**config.mk**
```make
export PLATFORM = sky130hd
export DESIGN_NAME = reg_vec_arbiter
export DESIGN_NICKNAME = d
export VERILOG_FILES = /design/src/rtl/reg_vec_arbiter.sv
export SDC_FILE = /design/constraint.sdc
export NUM_CORES = 1
export LEC_CHECK = 0
export BUFFER_PORTS_ARGS = -buffer_cell sky130_fd_sc_hd__buf_2
export CORE_MARGIN = 2
export CORE_UTILIZATION = 47
export DETAILED_ROUTE_END_ITERATION = 10
export PLACE_DENSITY = 0.79
export SYNTH_ARGS = -nofsm -noshare
export SYNTH_HDL_FRONTEND = slang
export SYNTH_SLANG_ARGS = --single-unit
```
**constraint.sdc**
```tcl
create_clock -name clk -period 2.9 [get_ports clk]
set_input_delay 0.145 -clock clk [delete_from_list [all_inputs] [get_ports clk]]
set_output_delay 0.145 -clock clk [all_outputs]
set_load 0.02 [all_outputs]
```
**src/rtl/reg_vec_arbiter.sv**
```systemverilog
// Shared NLANE-bit register vector written by NREQ requesters through a
// round-robin arbiter with an optional per-requester lock for bursts.
module reg_vec_arbiter #(
  parameter int NREQ  = 4,
  parameter int NLANE = 2,
  parameter int IDW   = 2
) (
  input  logic                  clk,
  input  logic                  reset,
  input  logic                  clr,
  input  logic [NREQ-1:0]       req_valid,
  input  logic [NREQ-1:0]       req_lock,
  input  logic [NREQ*NLANE-1:0] req_data,
  input  logic [NREQ*NLANE-1:0] req_mask,
  output logic [NREQ-1:0]       req_ready,
  output logic [NLANE-1:0]      vec_out,
  output logic                  grant_valid,
  output logic [IDW-1:0]        grant_id
);

  logic [NLANE-1:0] vec;
  logic [IDW-1:0]   rr_ptr;
  logic             lock_active;
  logic [IDW-1:0]   lock_owner;

  logic [IDW-1:0]   gnt;
  logic             xfer;
  logic [NLANE-1:0] data_g;
  logic [NLANE-1:0] mask_g;

  function automatic logic [IDW-1:0] wrap_inc(input logic [IDW-1:0] base, input int k);
    int s;
    s = int'(base) + k;
    if (s >= NREQ) s = s - NREQ;
    return IDW'(s);
  endfunction

  // NOTE: every variable gets a default at the top of always_comb so no
  // path leaves it unassigned, which would otherwise infer a latch.
  always_comb begin
    gnt  = '0;
    xfer = 1'b0;
    if (reset && !clr) begin
      if (lock_active && req_valid[lock_owner]) begin
        gnt  = lock_owner;
        xfer = 1'b1;
      end else begin
        for (int k = 0; k < NREQ; k++) begin
          if (!xfer && req_valid[wrap_inc(rr_ptr, k)]) begin
            gnt  = wrap_inc(rr_ptr, k);
            xfer = 1'b1;
          end
        end
      end
    end
  end

  always_comb begin
    req_ready = '0;
    if (xfer) req_ready[gnt] = 1'b1;
  end

  assign data_g  = req_data[int'(gnt)*NLANE +: NLANE];
  assign mask_g  = req_mask[int'(gnt)*NLANE +: NLANE];
  assign vec_out = vec;

  // NOTE: sequential state uses non-blocking assignments so every register
  // samples pre-edge values regardless of statement order.
  always_ff @(posedge clk or negedge reset) begin
    if (!reset) begin
      vec         <= '0;
      rr_ptr      <= '0;
      lock_active <= 1'b0;
      lock_owner  <= '0;
      grant_valid <= 1'b0;
      grant_id    <= '0;
    end else if (clr) begin
      vec         <= '0;
      lock_active <= 1'b0;
      grant_valid <= 1'b0;
    end else if (xfer) begin
      vec         <= (vec & ~mask_g) | (data_g & mask_g);
      rr_ptr      <= wrap_inc(gnt, 1);
      lock_active <= req_lock[gnt];
      lock_owner  <= gnt;
      grant_valid <= 1'b1;
      grant_id    <= gnt;
    end else begin
      grant_valid <= 1'b0;
      // An owner that withdrew its request gives up the lock.
      if (lock_active && !req_valid[lock_owner]) lock_active <= 1'b0;
    end
  end

endmodule

```
==> metrics.md, run 1 <==
| Metric | Value |
|---|---|
| Crit-path max FO | `11` |
| Clk pwr share | `17.6%` |
| Synth-to-Final Area Change | `27.59%` |
| First-pass GRT wire length | `3222 um` |
| Net Count, Synth | `130` |
| Avg Inst Size Synth | `8.657 um2` |
| Post-synth EDFFs | `0` |
| # port buffers | `35` |
| Die area | `2181 um2` |
| Boundary Pins | `36` |
| Number of global-route vias before repair | `715` |
| Die width | `46.71 um` |
| Clock skew | `0.0008654 ns` |
| Routed wire length | `2092 um` |
| Hold Buf Count CTS | `1` |
| Post-synth cell types | `38` |
| Slew margin rel. | `72.44%` |
| Reg2Reg Setup Slack | `0.60 ns` |
| Leakage | `0.5188 nW` |
| Vias | `894` |
| Wl on met1 | `940 um` |
| FMAX | `0.3917 GHz` |
| Worst EP arrival | `2.41 ns` |
| Final GP Congestion | `0.7762` |
| Detailed Place HPWL | `1607 um` |
| Cell area after synthesis | `857.1 um2` |
| Final Total Pwr | `491.8 uW` |
| Crit path capture | `req_ready[2]` |
| Synth Register Bits | `8` |
| Actual slew at the worst max-slew pin | `0.4106 ns` |
| Clk buf depth | `2` |
| DRT Pass-1 Iters | `4` |
| Startpoint Class | `primary input` |
| Most frequent cells in the layout | `buf_2, mux2i_1` |
| Commonest non-fill, non-tap cell in the layout | `buf_2` |
| Seq/Total Area, Yosys | `23.36%` |
| Final setup viols | `0` |
| Post-layout util | `63.33%` |
| Warnings, synthesis | `0` |
| R2r startpoint | `lock_owner[0]$_DFFE_PN0P_` |
| Length of routed met3 wiring | `120 um` |
| Worst hold path type | `in2reg` |
| Fraction of power consumed by sequential logic | `34.8%` |
| Layout cell share with drive strength beyond 1 | `35.77%` |
| Synth Instances | `99` |
| Critical path required time | `2.76 ns` |
| DRT iter0 DRCs | `25` |
| Final Cycle Share | `88.02%` |
| Hold Path Origin | `req_mask[0]` |
| Initial Utilization | `49.64%` |
| CTS buffer count | `3` |
| DRC viols | `0` |
| Min Tclk post-route | `2.553 ns` |
| Maxcap violations | `0` |
| Htree depth | `1` |
| FFs w/ async S/R, synth | `100.0%` |
| R2r endpoint | `rr_ptr[1]$_DFFE_PN0P_` |
| Vias per inst | `5.519` |
| Final global-route overflow total | `0` |
| DR WL met2 | `1012 um` |
| Largest net degree at the start of global routing | `15` |
| Clock-pin slew on the worst setup and hold paths | `0.06 ns` |
| Setup Fix Bufs, Post-CTS | `0` |
| CTS tree | `yes` |
| Total GRT Usage | `20.75%` |
| Ant. Diodes | `0` |
| Combinational share of power | `47.5%` |
| Fin. Hold Viols | `0` |
| R2R cell count | `7` |
| Net Sw Frac | `41.73%` |
| Post-CTS resize count | `0` |
| RSZ-0062 raised after global routing | `false` |
| Pwr dens | `449.7 nW/um2` |
| Core Area | `1727 um2` |
| Nets | `170` |
| WL/cell | `12.91 um` |
| Main synth FF type | `dfrtp_1` |
| Antenna violations before repair | `0` |
| Total net switching power | `205.2 uW` |
| Max Used Layer | `met4` |
| Clock Sinks | `8` |
| Rows | `15` |
| Power Internal | `286.6 uW` |
| Crit path from | `reset` |
| CP endpoint kind | `output port` |
| Slew Limit Fails | `0` |
| Setup TNS | `0 ns` |
| Status | `completed` |
| Remaining antenna violation count | `0` |
| Peak supply drop | `0.2951 mV` |
| Clock Latency Late Sink | `0.25 ns` |
| Root buffer cell | `clkbuf_4` |
| Setup Crit Path Kind | `in2out` |
| Die H | `46.71 um` |
## cells in the mapped netlist, types with 2 or more instances
library cell	n	area, um2
mux2i_1	9	90.09
dfrtp_1	8	200.2
inv_1	8	30.03
nand3_1	8	40.04
o21ai_0	8	40.04
nor2_1	6	22.52
nand2_1	5	18.77
a21oi_1	4	20.02
and2_1	4	25.02
ha_1	4	50.05
nor2b_1	4	25.02
buf_2	2	10.01
nand2b_1	2	12.51
nor3b_1	2	15.01
o221ai_2	2	30.03
## cell families after synthesis
logic type | after synthesis | share of synthesized area (%)
and+or+nand+nor | 39 | 25.55
AOI/OAI and AO/OA | 27 | 27.16
muxes | 11 | 13.43
buffers and inverters | 10 | 4.672
DFF | 8 | 23.36
adders and majority gates | 4 | 5.840
## worst min path at each step
stage,to,cells after the start,slack [ns]
final,vec_out[0]$_DFFE_PN0P_,3,0.23
after global routing,vec_out[0]$_DFFE_PN0P_,3,0.25
after CTS,vec_out[0]$_DFFE_PN0P_,3,0.23
after detailed placement,vec_out[1]$_DFFE_PN0P_,1,0.01
after global placement,vec_out[1]$_DFFE_PN0P_,1,0.01
after floorplan,grant_valid$_DFF_PN0_,0,-0.15
## power by group through the flow
| stage | sequential [mW] | combinational [mW] | clock, mW |
|---|---|---|---|
| after floorplan | 0.177 | 0.158 | 0 |
| after CTS | 0.170 | 0.234 | 0.0882 |
| after detailed placement | 0.172 | 0.232 | 0 |
| after global placement | 0.170 | 0.226 | 0 |
| final | 0.171 | 0.234 | 0.0866 |
| after global routing | 0.175 | 0.259 | 0.0894 |
## metal layers
| layer | vias up | GRT usage [%] |
|---|---|---|
| met4 | 0 | 6.667 |
| met3 | 2 | 2.353 |
| li1 | 446 | - |
| met2 | 42 | 32.22 |
| met1 | 404 | 30.14 |
| met5 | - | 0 |
## per-stage QoR
step | std cells | setup slack (ns) | cell area (um2) | hold WS, ns
2_1_floorplan | 99 | 0.7040 | 857.1 | -0.1506
3_3_place_gp | 158 | 0.6978 | 1061 | 0.01206
3_5_place_dp | 158 | 0.6312 | 1061 | 0.01416
4_1_cts | 162 | 0.3232 | 1094 | 0.2318
5_1_grt | 162 | 0.1751 | 1094 | 0.2474
6_report | 162 | 0.3473 | 1094 | 0.2316
## flip-flops by register name, indices dropped and copies added, names as in the netlist
| signal | flops |
|---|---|
| rr_ptr | 2 |
| grant_valid | 1 |
| lock_active | 1 |
| vec_out | 2 |
| lock_owner | 2 |
## worst max-delay path, stage by stage
cell           delay [ns]
dlygate4sd3_1        0.52
buf_2                0.24
or2b_2               0.40
nor2_1               0.19
o2bb2ai_4            0.21
inv_1                0.19
ha_1                 0.22
and2_1               0.13
buf_2                0.15
## cell type report
| type | instances | area [um2] |
|---|---|---|
| Sequential cell | 8 | 200.2 |
| Fill cell | 172 | 633.1 |
| Tap cell | 25 | 31.28 |
| Inverter | 8 | 30.03 |
| Multi-Input combinational cell | 81 | 616.8 |
| Timing Repair Buffer | 37 | 192.7 |
| Clock buffer | 3 | 22.52 |
Note: power is estimated with default switching activity, not from simulation.
==> run 2, diff against run 1 <==
--- a/config.mk
+++ b/config.mk
@@ -10,6 +10,7 @@
 export CORE_UTILIZATION = 47
 export DETAILED_ROUTE_END_ITERATION = 10
 export PLACE_DENSITY = 0.79
+export REMOVE_ABC_BUFFERS = 1
 export SYNTH_ARGS = -nofsm -noshare
 export SYNTH_HDL_FRONTEND = slang
 export SYNTH_SLANG_ARGS = --single-unit
==> metrics.md, run 2 (same netlist as run 1, synthesis figures left out) <==
| Metric | Value |
|---|---|
| Status | `completed` |
| Final Cycle Share | `89.89%` |
| Fill count | `163` |
| Antenna violations before repair | `0` |
| Critical Path Max Stage Delay | `0.53 ns` |
| Peak supply drop | `0.2791 mV` |
| CP cell instances | `dlygate4sd3_1, buf_2, or2b_2, nor2_1, o2bb2ai_4, inv_1, ha_1, and2_1, buf_2` |
| Reg2Reg Setup Slack | `0.56 ns` |
| DRT Pass-1 Iters | `4` |
| Boundary Pins | `36` |
| Rows | `15` |
| Slew Limit Fails | `0` |
| Maxcap violations | `0` |
| Clock Latency Late Sink | `0.27 ns` |
| Placed Instances | `158` |
| CTS tree | `yes` |
| CP max stage cell | `dlygate4sd3_1` |
| FMAX | `0.3836 GHz` |
| DRT iter0 DRCs | `12` |
| Worst hold path type | `in2reg` |
| CTS buffer count | `3` |
| Final setup viols | `0` |
| WL/cell | `13.98 um` |
| Hold Slack | `0.2246 ns` |
| Die H | `46.71 um` |
| Total GRT Usage | `23.43%` |
| Routed wire length | `2264 um` |
| CP endpoint kind | `output port` |
| Clock Sinks | `8` |
| Die area | `2181 um2` |
| Clock skew | `0.003932 ns` |
| Worst EP arrival | `2.46 ns` |
| Final global-route overflow total | `0` |
| Length of routed met3 wiring | `113 um` |
| Slew margin rel. | `73.14%` |
| DR WL met2 | `1087 um` |
| Setup Fix Bufs, Post-CTS | `0` |
| Non-Filler Instances | `162` |
| Htree depth | `1` |
| Leakage | `0.5188 nW` |
| Critical path required time | `2.76 ns` |
| Layout cell share with drive strength beyond 1 | `35.77%` |
| Initial Utilization | `49.64%` |
| RSZ-0062 raised after global routing | `false` |
| DRC viols | `0` |
| Commonest non-fill, non-tap cell in the layout | `buf_2` |
| Pwr dens | `463.8 nW/um2` |
| Actual slew at the worst max-slew pin | `0.4002 ns` |
| Final Total Pwr | `507.2 uW` |
| Nets | `170` |
| Wl on met1 | `1008 um` |
| Die width | `46.71 um` |
| Number of global-route vias before repair | `819` |
| Min Tclk post-route | `2.607 ns` |
| # port buffers | `35` |
| Core Area | `1727 um2` |
| Vias per inst | `5.630` |
| Startpoint Class | `primary input` |
| Setup Crit Path Kind | `in2out` |
| Root buffer cell | `clkbuf_4` |
| Synth-to-Final Area Change | `27.59%` |
| Detailed Place HPWL | `1688 um` |
| First-pass GRT wire length | `3505 um` |
| Cell mode on critical path | `buf_2` |
| Ant. Diodes | `0` |
| Max Used Layer | `met4` |
| Final GP Congestion | `0.7681` |
| Remaining antenna violation count | `0` |
| Setup TNS | `0 ns` |
| Largest net degree at the start of global routing | `15` |
| Clock-pin slew on the worst setup and hold paths | `0.06 ns` |
| Fin. Hold Viols | `0` |
| Vias | `912` |
| Most frequent cells in the layout | `buf_2, mux2i_1` |
| Crit-path max FO | `11` |
| Clk buf depth | `2` |
[run 2: cell counts in the layout (fill, tap and decap cells not counted)]
Identical to the previous run, type by type.
[run 2: metrics by stage]
stage | worst slack, ns | cell area, um2 | utilization [%]
floorplan | 0.7040 | 847.1 | -
global placement | 0.7071 | 1061 | 61.45
detailed placement | 0.5979 | 1061 | 61.45
CTS | 0.3006 | 1094 | 63.33
global route | 0.1595 | 1094 | 63.33
finish | 0.2931 | 1094 | 63.33
[run 2: layout make-up]
| class | instances | area, um2 | share of cell area, % |
|---|---|---|---|
| Clock buffer | 3 | 22.52 | 2.059 |
| Inverter | 8 | 30.03 | 2.746 |
| Multi-Input combinational cell | 81 | 616.8 | 56.41 |
| Sequential cell | 8 | 200.2 | 18.31 |
| Tap cell | 25 | 31.28 | 2.860 |
| Timing Repair Buffer | 37 | 192.7 | 17.62 |
[run 2: repair_timing]
item	in CTS	in global routing
endpoints found under the hold margin	8	0
hold buffers	1	0
gates resized for setup	0	0
[run 2: worst paths after layout]
| kind | start | end | depth (start not counted) |
|---|---|---|---|
| setup reg to reg | lock_owner[0]$_DFFE_PN0P_ | rr_ptr[1]$_DFFE_PN0P_ | 7 |
| hold / removal | req_mask[0] | vec_out[0]$_DFFE_PN0P_ | 3 |
| hold reg to reg | lock_owner[1]$_DFFE_PN0P_ | lock_owner[1]$_DFFE_PN0P_ | 2 |
| setup / recovery | reset | req_ready[0] | 9 |
| max in group asynchronous | reset | lock_owner[0]$_DFFE_PN0P_ | 2 |
| min in group asynchronous | reset | vec_out[0]$_DFFE_PN0P_ | 2 |
[run 2: worst max-delay path: cells and delay by family]
kind / cells / cell delay [ns]
AO/OA/AOI/OAI: 1 / 0.22
adder cells (fa/ha/maj): 1 / 0.23
buffers and inverters: 4 / 1.13
AND/OR/NAND/NOR: 3 / 0.73
[run 2: routing by layer]
layer	vias up	global-route usage [%]
li1	442	-
met2	33	36.67
met5	-	0
met1	431	29.76
met3	6	4.706
met4	0	13.89
[run 2: where the power goes]
part | total [mW] | internal [mW] | switching (mW)
Clock | 0.0961 | 0.0481 | 0.0481
Combinational | 0.237 | 0.104 | 0.132
Sequential | 0.174 | 0.135 | 0.0396
Total | 0.507 | 0.287 | 0.220
==> run 3, diff against run 2 <==
--- a/config.mk
+++ b/config.mk
@@ -5,11 +5,11 @@
 export SDC_FILE = /design/constraint.sdc
 export NUM_CORES = 1
 export LEC_CHECK = 0
-export BUFFER_PORTS_ARGS = -buffer_cell sky130_fd_sc_hd__buf_2
 export CORE_MARGIN = 2
-export CORE_UTILIZATION = 47
+export CORE_UTILIZATION = 60
 export DETAILED_ROUTE_END_ITERATION = 10
-export PLACE_DENSITY = 0.79
+export DONT_BUFFER_PORTS = 1
+export PLACE_DENSITY = 0.76
 export REMOVE_ABC_BUFFERS = 1
 export SYNTH_ARGS = -nofsm -noshare
 export SYNTH_HDL_FRONTEND = slang
==> metrics.md, run 3 (same netlist as run 1, synthesis figures left out) <==
| Metric | Value |
|---|---|
| Largest net degree at the start of global routing | `15` |
| Core Area | `1318 um2` |
| FMAX | `0.3831 GHz` |
| Vias per inst | `6.650` |
| RSZ-0062 raised after global routing | `false` |
| Post-layout util | `68.76%` |
| Worst setup margin | `0.2899 ns` |
| Routed wire length | `1898 um` |
| R2R cell count | `7` |
| DRT iter0 DRCs | `28` |
| Nets | `135` |
| WL/cell | `16.22 um` |
| Combinational share of power | `38.6%` |
| R2r startpoint | `lock_owner[0]$_DFFE_PN0P_` |
| Final Cycle Share | `90.00%` |
| Final setup viols | `0` |
| Non-Filler Instances | `117` |
| Total net switching power | `199.4 uW` |
| Clk pwr share | `20.4%` |
| Total GRT Usage | `22.94%` |
| Worst EP arrival | `2.47 ns` |
| Peak supply drop | `0.2851 mV` |
| Startpoint Class | `flip-flop` |
| Most frequent cells in the layout | `mux2i_1, inv_1, o21ai_0, nand3_1, dfrtp_1` |
| R2r endpoint | `rr_ptr[1]$_DFFE_PN0P_` |
| First-pass GRT wire length | `3105 um` |
| Synth-to-Final Area Change | `5.693%` |
| CTS buffer count | `3` |
| Boundary Pins | `36` |
| Final global-route overflow total | `0` |
| Root buffer cell | `clkbuf_4` |
| Final Total Pwr | `463.5 uW` |
| Clk buf depth | `2` |
| Net Sw Frac | `43.03%` |
| Maxcap violations | `0` |
| Setup Crit Path Kind | `reg2out` |
| Slew margin rel. | `70.13%` |
| Reg2Reg Setup Slack | `0.48 ns` |
| Number of global-route vias before repair | `704` |
| CP cell instances | `mux2i_1, nor2_1, o32ai_2, nand2_1, inv_1, ha_1, and2_1` |
| Clock Latency Late Sink | `0.27 ns` |
| Initial Utilization | `65.05%` |
| Slew Limit Fails | `0` |
| Htree depth | `1` |
| CTS tree | `yes` |
| Placed Instances | `113` |
| Clock Sinks | `8` |
| DRT Pass-1 Iters | `4` |
| Vias | `778` |
| Fin. Hold Viols | `0` |
| Setup TNS | `0 ns` |
| Final GP Congestion | `0.7621` |
| Ant. Diodes | `0` |
| Fraction of power consumed by sequential logic | `41.0%` |
| Critical Path Max Stage Delay | `0.53 ns` |
| Hold Path Origin | `clr` |
| Rows | `13` |
| CP max stage cell | `dfrtp_1` |
| CP endpoint kind | `output port` |
| Power Internal | `264.1 uW` |
| Actual slew at the worst max-slew pin | `0.4451 ns` |
| Layout cell share with drive strength beyond 1 | `13.73%` |
| # port buffers | `0` |
| Clock skew | `0.002686 ns` |
| Remaining antenna violation count | `0` |
| Critical path required time | `2.76 ns` |
| Die width | `41.80 um` |
| Pwr dens | `511.6 nW/um2` |
| DRC viols | `0` |
| Worst Hold Path EP | `vec_out[0]$_DFFE_PN0P_` |
| Leakage | `0.3715 nW` |
| Min Tclk post-route | `2.610 ns` |
| Setup Fix Bufs, Post-CTS | `0` |
| Setup WS pre-CTS | `0.5093 ns` |
| Worst hold path type | `in2reg` |
| Commonest non-fill, non-tap cell in the layout | `mux2i_1` |
| Die area | `1747 um2` |
| Worst path top cell family by delay | `simple AND/OR/NAND/NOR gates` |
| Die H | `41.80 um` |
| Clock-pin slew on the worst setup and hold paths | `0.06 ns` |
| Antenna violations before repair | `0` |
| Worst path buffer plus inverter count | `1` |
| Status | `completed` |
| Worst Hold Path Cells | `2` |
| Crit-path max FO | `6` |
==> run 3: cell count changes in the layout (fill, tap and decap cells not counted) <==
cell   delta
buf_2    -35
==> run 3: worst reg2reg max path: cells and delay by family, from the launching register on <==
kind                       cells  cell delay (ns)
AOI/OAI and AO/OA              1             0.42
adders and majority gates      1             0.23
buffers and inverters          1             0.13
DFF                            1             0.53
muxes                          2             0.66
and+or+nand+nor                2             0.35
==> run 3: worst max path at each step <==
stage | from | end | slack, ns | depth (start not counted)
5_1_grt | lock_owner[0]$_DFFE_PN0P_ | req_ready[2] | 0.14 | 7
4_1_cts | lock_owner[0]$_DFFE_PN0P_ | req_ready[2] | 0.30 | 7
2_1_floorplan | lock_owner[0]$_DFFE_PN0P_ | rr_ptr[1]$_DFFE_PN0P_ | 0.70 | 7
6_report | lock_owner[0]$_DFFE_PN0P_ | req_ready[2] | 0.29 | 7
3_5_place_dp | lock_owner[0]$_DFFE_PN0P_ | rr_ptr[1]$_DFFE_PN0P_ | 0.51 | 7
3_3_place_gp | lock_owner[0]$_DFFE_PN0P_ | rr_ptr[1]$_DFFE_PN0P_ | 0.59 | 7
==> run 3: through the flow <==
step	hold WS, ns	instance area [um2]
floorplan	-0.1506	847.1
global placement	-0.1504	873.3
detailed placement	-0.1505	873.3
CTS	0.09041	905.9
global route	0.09945	905.9
finish	0.08188	905.9
==> run 3: layout make-up <==
type                       count  area [um2]
tap                           15       18.77
multi-input combinational     81       616.8
sequential                     8       200.2
fill                         111       411.6
clock buffer                   3       22.52
inverter                       8       30.03
timing repair buffer           2       17.52
==> run 3: power by group through the flow <==
| stage | Sequential (mW) | Combinational, mW | Clock (mW) |
|---|---|---|---|
| 2_1_floorplan | 0.184 | 0.147 | 0 |
| 3_3_place_gp | 0.191 | 0.170 | 0 |
| 3_5_place_dp | 0.192 | 0.174 | 0 |
| 4_1_cts | 0.190 | 0.179 | 0.0914 |
| 5_1_grt | 0.197 | 0.198 | 0.0954 |
| 6_report | 0.190 | 0.179 | 0.0943 |
==> run 3: repair_timing <==
item                      in CTS  in global routing
hold buffers                   1                  0
hold endpoints to repair       8                  0
gates resized for setup        0                  0
==> run 3: per-layer routing <==
metal  track usage (%)  part of all wire (%)  wire length [um]
met1             30.65                    44               843
met2             35.00                    46               875
met3             5.652                   7.6               144
met4             9.677                   1.8                34
met5                 0                     0                 0
